File: src/rtl/oversampled_tx.sv
// rtl/oversampled_tx.sv - byte FIFO + UART-style framer emitting 4x-replicated line bits, 2 per clock
// Optional TX_PARITY_EN: 12-bit frame {1,1,even parity,d,0} over 6 words instead of 10 bits over 5.
module oversampled_tx #(
  parameter int FIFO_DEPTH   = 4,
  parameter int TRAIN_CYCLES = 64
) (
  input  logic                          clk,
  input  logic                          areset,
  input  logic [7:0]                    s_data,
  input  logic                          s_valid,
  output logic                          s_ready,
  input  logic                          train_req,
  output logic [7:0]                    tx_word,
  output logic                          busy,
  output logic [$clog2(FIFO_DEPTH):0]   fifo_level
);

  localparam int AW = $clog2(FIFO_DEPTH);
`ifdef TX_PARITY_EN
  localparam int FRAME_BITS = 12;
`else
  localparam int FRAME_BITS = 10;
`endif
  localparam int NWORDS = FRAME_BITS / 2;
  localparam int TCW    = $clog2(TRAIN_CYCLES + 1);
  localparam logic [TCW-1:0] TRAIN_END = TCW'(TRAIN_CYCLES);

  typedef enum logic [1:0] {TRAIN, IDLE, FRAME} state_t;

  state_t                  state, state_nxt;
  logic [7:0]              mem [FIFO_DEPTH];
  logic [AW:0]             wr_ptr, rd_ptr;
  logic                    full, empty, push, load;
  logic [7:0]              head;
  logic [FRAME_BITS-1:0]   frame_new, shift, shift_nxt;
  logic [2:0]              word_cnt, word_cnt_nxt;
  logic [TCW-1:0]          train_cnt, train_cnt_nxt;
  logic                    train_pend, train_pend_nxt;
  logic [7:0]              tx_word_nxt;
  logic                    frame_done;

  function automatic logic [7:0] enc(input logic [1:0] b);
    return {{4{b[1]}}, {4{b[0]}}};
  endfunction

  assign fifo_level = wr_ptr - rd_ptr;
  assign full       = (fifo_level == (AW+1)'(FIFO_DEPTH));
  assign empty      = (fifo_level == '0);
  assign s_ready    = (state != TRAIN) && !full;
  assign push       = s_valid && s_ready;
  assign head       = mem[rd_ptr[AW-1:0]];
  assign busy       = (state != IDLE);
  assign frame_done = (word_cnt == 3'(NWORDS));

`ifdef TX_PARITY_EN
  assign frame_new = {2'b11, ^head, head, 1'b0};
`else
  assign frame_new = {1'b1, head, 1'b0};
`endif

  // A pending or fresh train request always wins over loading the next byte.
  assign load = !empty && !train_req &&
                ((state == IDLE) || ((state == FRAME) && frame_done && !train_pend));

  always_ff @(posedge clk) begin
    if (push) mem[wr_ptr[AW-1:0]] <= s_data;
  end

  always_ff @(posedge clk or posedge areset) begin
    if (areset) begin
      wr_ptr <= '0;
      rd_ptr <= '0;
    end else begin
      if (push) wr_ptr <= wr_ptr + 1'b1;
      if (load) rd_ptr <= rd_ptr + 1'b1;
    end
  end

  always_ff @(posedge clk or posedge areset) begin
    if (areset) state <= TRAIN;
    else        state <= state_nxt;
  end

  always_comb begin
    state_nxt = state;
    case (state)
      TRAIN: if (!train_req && train_cnt == TRAIN_END) state_nxt = IDLE;
      IDLE:  if (train_req) state_nxt = TRAIN;
             else if (!empty) state_nxt = FRAME;
      FRAME: if (frame_done) begin
               if (train_req || train_pend) state_nxt = TRAIN;
               else if (empty)              state_nxt = IDLE;
             end
      default: state_nxt = TRAIN;
    endcase
  end

  always_comb begin
    tx_word_nxt    = 8'hFF;
    shift_nxt      = shift;
    word_cnt_nxt   = word_cnt;
    train_cnt_nxt  = train_cnt;
    train_pend_nxt = train_pend;
    case (state)
      TRAIN: begin
        train_pend_nxt = 1'b0;
        if (train_req) begin
          train_cnt_nxt = '0;
          tx_word_nxt   = 8'h0F;
        end else if (train_cnt != TRAIN_END) begin
          train_cnt_nxt = train_cnt + 1'b1;
          tx_word_nxt   = 8'h0F;
        end
      end
      IDLE: if (train_req) train_cnt_nxt = '0;
      FRAME: begin
        if (!frame_done) begin
          tx_word_nxt  = enc(shift[1:0]);
          shift_nxt    = shift >> 2;
          word_cnt_nxt = word_cnt + 3'd1;
          if (train_req) train_pend_nxt = 1'b1;
        end else if (train_req || train_pend) begin
          train_cnt_nxt  = '0;
          train_pend_nxt = 1'b0;
        end
      end
      default: ;
    endcase
    // The first word of a frame leaves on the same edge that pops the byte.
    if (load) begin
      tx_word_nxt  = enc(frame_new[1:0]);
      shift_nxt    = frame_new >> 2;
      word_cnt_nxt = 3'd1;
    end
  end

  always_ff @(posedge clk or posedge areset) begin
    if (areset) begin
      tx_word    <= 8'hFF;
      shift      <= '0;
      word_cnt   <= '0;
      train_cnt  <= '0;
      train_pend <= 1'b0;
    end else begin
      tx_word    <= tx_word_nxt;
      shift      <= shift_nxt;
      word_cnt   <= word_cnt_nxt;
      train_cnt  <= train_cnt_nxt;
      train_pend <= train_pend_nxt;
    end
  end

endmodule

File: config.mk
export PLATFORM = sky130hd
export DESIGN_NAME = oversampled_tx
export DESIGN_NICKNAME = d
export VERILOG_FILES = /design/src/rtl/oversampled_tx.sv
export SDC_FILE = /design/constraint.sdc
export NUM_CORES = 1
export LEC_CHECK = 0
export ABC_CLOCK_PERIOD_IN_PS = 3600
export CAP_MARGIN = 10
export CORE_MARGIN = 5
export CORE_UTILIZATION = 34
export CTS_CLUSTER_DIAMETER = 50
export DETAILED_ROUTE_END_ITERATION = 16
export GPL_TIMING_DRIVEN = 0
export SLEW_MARGIN = 20
export SYNTH_ARGS = -nofsm -noshare
export SYNTH_HDL_FRONTEND = slang
export SYNTH_SLANG_ARGS = --single-unit
File: constraint.sdc
create_clock -name clk -period 3.6 [get_ports clk]
set_clock_uncertainty 0.15 [all_clocks]
set_input_delay 0.72 -clock clk [delete_from_list [all_inputs] [get_ports clk]]
set_output_delay 0.72 -clock clk [all_outputs]
set_load 0.01 [all_outputs]
==> metrics.txt, run 1 <==
register area 1690 um2; min Tclk post-route 3.32 ns; Synth Area in Simple Gates 10.6%; CP max stage delay 0.56 ns; DR pass1 iterations 4; unrepaired setup endpoints after global routing no; Most used DFF post-synth edfxtp_1; CTS Buffer Depth 2; post-synthesis register bit count 61; first-pass GRT wire length 8870 um; Sink Count 61; RePlAce Congestion 0.744; top-level port count 25; root buf cell clkbuf_8; Critical Path RT 2.73 ns; Worst R2R Start wr_ptr[0]$_DFFE_PP0N_; Die H 103 um; Fin Hold WS 0.333 ns; clock transition at the registers of the reported paths 0.07 ns; mux cell area share after synthesis 10.6%; row count 33; Final nets 282; Tot GR Track Use 11.2%; post-synthesis sequential area ratio 57.7%; fin area 3480 um2; CTS tree built; share of cells above drive strength 1 17.7%; commonest non-fill, non-tap cells in the layout edfxtp_1, nand2_1, dfrtp_1; sum of negative setup slack 0 ns; pin count of the biggest net entering global routing 30; period utilisation layout 92.1%; Leak 1.41 nW; EDFF count, synth 32; worst hold path type reg2reg; FMAX 0.302 GHz; worst-path maximum fanout 5; Num CTS Buffers 9; synth warn 0; Hold EP shift[7]$_DFFE_PP0P_; routed wire length 5300 um; worst reg-to-reg setup slack 0.68 ns; post-synthesis compound-gate area fraction 7.18%; # DRC 0; Synth Area in XOR/XNOR 2.65%; htree depth 3; IO Port Bufs 23; Starting DRT DRC Count 51; post-synth top area share 32.8%; multi-input logic area 1110 um2; Hold Path Origin shift[7]$_DFFE_PP0P_; status finished, final reports clean; Post-CTS Hold Buffers 0; commonest non-fill, non-tap cell in the layout edfxtp_1; WHS Path Cells 2; vias per cell 4.84; crit path DAT 2.45 ns; Cell Area, Synth 2930 um2; pwr/cell area 403 nW/um2; Starting Density 35.3%; area growth from synthesis to layout 18.9%; Slew Viols, Final 0; GRT Residual Overflow 0; Filler Cells Inserted 784; Async SR Flop Fraction 47.5%; Vias 1765; cell count of the worst reg-to-reg path 6; post-route ant nets 0; DIE AREA 10600 um2; Adder-Cell Fraction of Synth Area 6.66%; vias in the first global route 1838; class of the most critical setup path reg2out; Worst-Skew Late Latency 0.35 ns; # resized after CTS 0; max cap viols 0; peak supply drop 0.268 mV; syn_nets 248; worst slew pin tran 0.732 ns; Slew headroom 51.2%; routed len/inst 14.5 um; post-synth top area cell edfxtp_1; Final Hold Vio Count 0; Syn Area/Cell 13.3 um2; Placed Area 3290 um2; critical path cell sequence inv_1 -> ha_1 -> fa_1 -> xor3_2 -> a31oi_1 -> clkdlybuf4s50_1; largest family of logic cells by synthesized area simple AND/OR/NAND/NOR gates; Die X 103 um; Synth area leaders edfxtp_1, dfrtp_1, mux4_2; ANT cells 0; core footprint 8300 um2; critical path's slowest cell clkdlybuf4s50_1; # Post-CTS Setup Buffers 0; worst r2r dst mem[3][5]$_DFFE_PP_; CP Launch Type flip-flop; initial antenna violation count 0; Detailed Place HPWL 3650 um; # setup viols final 0; Cells after Synth 221; synth unique cells 50; Crit. End Element primary output
## cells in the mapped netlist (all sizes together), types with 3 or more instances
cell and n:
nand4 7, a32o 3, inv 13, xnor2 4, mux2i 3, nand2 32
o21ai 5, mux4 8, clkbuf 3, nor2 6, nand3 3, mux2 9
ha 14, o2bb2ai 3, and2 5, buf 11, edfxtp 32, dfrtp 27
## final cells by class
cell class | instances | area share, %
tap | 105 | 3.77
clock buffer | 10 | 3.67
multi-input combinational | 133 | 31.8
sequential | 61 | 48.5
timing repair buffer | 23 | 6.61
inverter | 13 | 1.40
clock inverter | 6 | 1.83
buffer | 14 | 2.44
## worst max-delay path, delay by kind of cell, from the launching register on
| family | cells | cell delay [ns] |
|---|---|---|
| AOI/OAI and AO/OA | 1 | 0.18 |
| adders and majority gates | 2 | 0.60 |
| DFF | 1 | 0.37 |
| xor gates and xnor gates | 1 | 0.29 |
| buffers and inverters | 2 | 0.67 |
## stage by stage
step / total power, mW / instances / utilization, % / setup slack, ns
global placement: 0.823 / 349 / 39.7 / 0.652
detailed placement: 0.824 / 349 / 39.7 / 0.623
finish: 1.40 / 365 / 42.0 / 0.283
global route: 1.47 / 365 / 42.0 / 0.106
CTS: 1.43 / 365 / 42.0 / 0.233
floorplan: 0.795 / 221 / - / 1.02
## flip-flops by register name, summed over array words and instances (netlist names)
register    flops
mem            32
rd_ptr          3
shift           8
state           2
train_cnt       7
train_pend      1
tx_word         2
word_cnt        3
wr_ptr          3
## power breakdown
| group | internal [mW] | switching [mW] | leakage, nW | total [mW] |
|---|---|---|---|---|
| Combinational | 0.0284 | 0.0352 | 0.666 | 0.0636 |
| Sequential | 0.741 | 0.00469 | 0.657 | 0.745 |
| Clock | 0.317 | 0.279 | 0.0822 | 0.595 |
| Total | 1.09 | 0.318 | 1.41 | 1.40 |
## metal layers
layer	GRT usage, %	vias up	wire (um)
li1	-	867	-
met1	13.5	855	2460
met2	18.0	31	2520
met4	4.18	0	82
met3	4.60	12	238
met5	0	-	0
## logic make-up after synthesis
group	Yosys count
DFF	61
adders and majority gates	15
xor gates and xnor gates	7
buffers and inverters	27
and+or+nand+nor	65
muxes	20
AOI/OAI and AO/OA	26
## how the worst max path moves through the flow
stage | start | endpoint | slack (ns) | depth (start not counted)
after floorplan | wr_ptr[0]$_DFFE_PP0N_ | mem[3][0]$_DFFE_PP_ | 1.02 | 6
after global placement | wr_ptr[0]$_DFFE_PP0N_ | s_ready | 0.65 | 6
after detailed placement | wr_ptr[0]$_DFFE_PP0N_ | s_ready | 0.62 | 6
after CTS | wr_ptr[0]$_DFFE_PP0N_ | s_ready | 0.23 | 6
after global routing | wr_ptr[0]$_DFFE_PP0N_ | s_ready | 0.11 | 6
final | wr_ptr[0]$_DFFE_PP0N_ | s_ready | 0.28 | 6
(Power assumes the default switching activity.)
==> run 2: changes to the inputs <==
--- a/config.mk
+++ b/config.mk
@@ -11,7 +11,6 @@
 export CORE_UTILIZATION = 34
 export CTS_CLUSTER_DIAMETER = 50
 export DETAILED_ROUTE_END_ITERATION = 16
-export GPL_TIMING_DRIVEN = 0
 export SLEW_MARGIN = 20
 export SYNTH_ARGS = -nofsm -noshare
 export SYNTH_HDL_FRONTEND = slang
==> metrics.txt, run 2 (synthesis gave the netlist of run 1 again) <==
status finished, final reports clean; crit path DAT 2.43 ns; worst reg-to-reg setup slack 0.76 ns; share of cells above drive strength 1 16.7%; commonest non-fill, non-tap cell in the layout edfxtp_1; first-pass GRT wire length 8880 um; Starting DRT DRC Count 36; row count 33; pre-CTS setup slack 0.646 ns; Vias 1781; Detailed Place HPWL 3720 um; vias per cell 5.00; clock share of power 43.3%; Tot Pwr 1.43 mW; vias in the first global route 1752; CTS tree built; sum of negative setup slack 0 ns; ANT cells 0; Sink Count 61; Final Hold Vio Count 0; NetSw 0.332 mW; peak supply drop 0.271 mV; # DRC 0; GRT Residual Overflow 0; initial antenna violation count 0; class of the most critical setup path reg2out; htree depth 3; Slew Viols, Final 0; clock transition at the registers of the reported paths 0.08 ns; root buf cell clkbuf_8; buffers and inverters on the worst path 2; pin count of the biggest net entering global routing 30; IO Port Bufs 24; routed wire length 5350 um; Tot GR Track Use 11.2%; top-level port count 25; critical path's slowest cell clkdlybuf4s50_1; Critical Path RT 2.73 ns; Crit. End Element primary output; Internal 1.10 mW; worst hold path type reg2reg; Filler Cells Inserted 791; Post-CTS Hold Buffers 0; FMAX 0.303 GHz; post-route ant nets 0; commonest non-fill, non-tap cells in the layout edfxtp_1, nand2_1, dfrtp_1; Reg power frac 52.1%; Slew headroom 62.3%; max reg flops 32; pwr/cell area 415 nW/um2; worst-path maximum fanout 5; worst slew pin tran 0.565 ns; routed len/inst 15.0 um; RePlAce Congestion 0.760; Num CTS Buffers 9; combinational power share 4.6%; Die H 103 um; CP Launch Type flip-flop; Die X 103 um; # setup viols final 0; # resized after CTS 0; Final nets 273; family with the most delay on the worst path buffers and inverters; period utilisation layout 91.5%; Worst-Skew Late Latency 0.34 ns; min Tclk post-route 3.30 ns; max cap viols 0; DIE AREA 10600 um2; fin util 41.5%; DR pass1 iterations 4; Fin Hold WS 0.336 ns; unrepaired setup endpoints after global routing no; Sw Ratio 23.2%; post-route worst setup slack 0.304 ns; critical path cell sequence inv_1 -> ha_1 -> fa_1 -> xor3_2 -> a31oi_1 -> clkdlybuf4s50_1; CTS Buffer Depth 2; area growth from synthesis to layout 17.7%; # Post-CTS Setup Buffers 0; CP max stage delay 0.56 ns; Starting Density 35.3%; core footprint 8300 um2; Leak 1.40 nW
## run 2: area by class of cell
| class | count | area [um2] | area share (%) |
|---|---|---|---|
| multi-input cells | 133 | 1110 | 32.1 |
| repair buffers | 28 | 270 | 7.84 |
| flip-flops and latches | 61 | 1690 | 49.0 |
| inverters | 13 | 48.8 | 1.42 |
| well taps | 105 | 131 | 3.81 |
| clock inverters | 7 | 77.6 | 2.25 |
| clock buffers | 9 | 124 | 3.59 |
## run 2: worst paths after layout
path	cells past startpoint	from	endpoint
worst max-delay path	6	wr_ptr[0]$_DFFE_PP0N_	s_ready
worst min register to register	1	rd_ptr[2]$_DFFE_PP0P_	rd_ptr[2]$_DFFE_PP0P_
worst min-delay path	1	rd_ptr[2]$_DFFE_PP0P_	rd_ptr[2]$_DFFE_PP0P_
worst max register to register	6	wr_ptr[0]$_DFFE_PP0N_	mem[3][6]$_DFFE_PP_
min in group asynchronous	3	areset	shift[1]$_DFFE_PP0P_
max in group asynchronous	3	areset	tx_word[6]$_DFF_PP1_
## run 2: per-stage QoR
| step | std cells | area (um2) |
|---|---|---|
| after global placement | 340 | 3250 |
| final | 356 | 3450 |
| after global routing | 356 | 3450 |
| after floorplan | 221 | 2930 |
| after detailed placement | 340 | 3250 |
| after CTS | 356 | 3450 |
## run 2: power by group through the flow
stage,logic (mW),clock network [mW],registers (mW)
floorplan,0.0361,0,0.759
global placement,0.0665,0,0.760
detailed placement,0.0671,0,0.760
CTS,0.0674,0.639,0.745
global route,0.0741,0.674,0.746
finish,0.0655,0.619,0.745
## run 2: routing by layer
metal	vias to the layer above	routed length (um)	GRT usage (%)
li1	851	-	-
met1	888	2330	13.8
met2	34	2700	18.2
met3	8	269	4.06
met4	0	52	4.28
met5	-	0	0
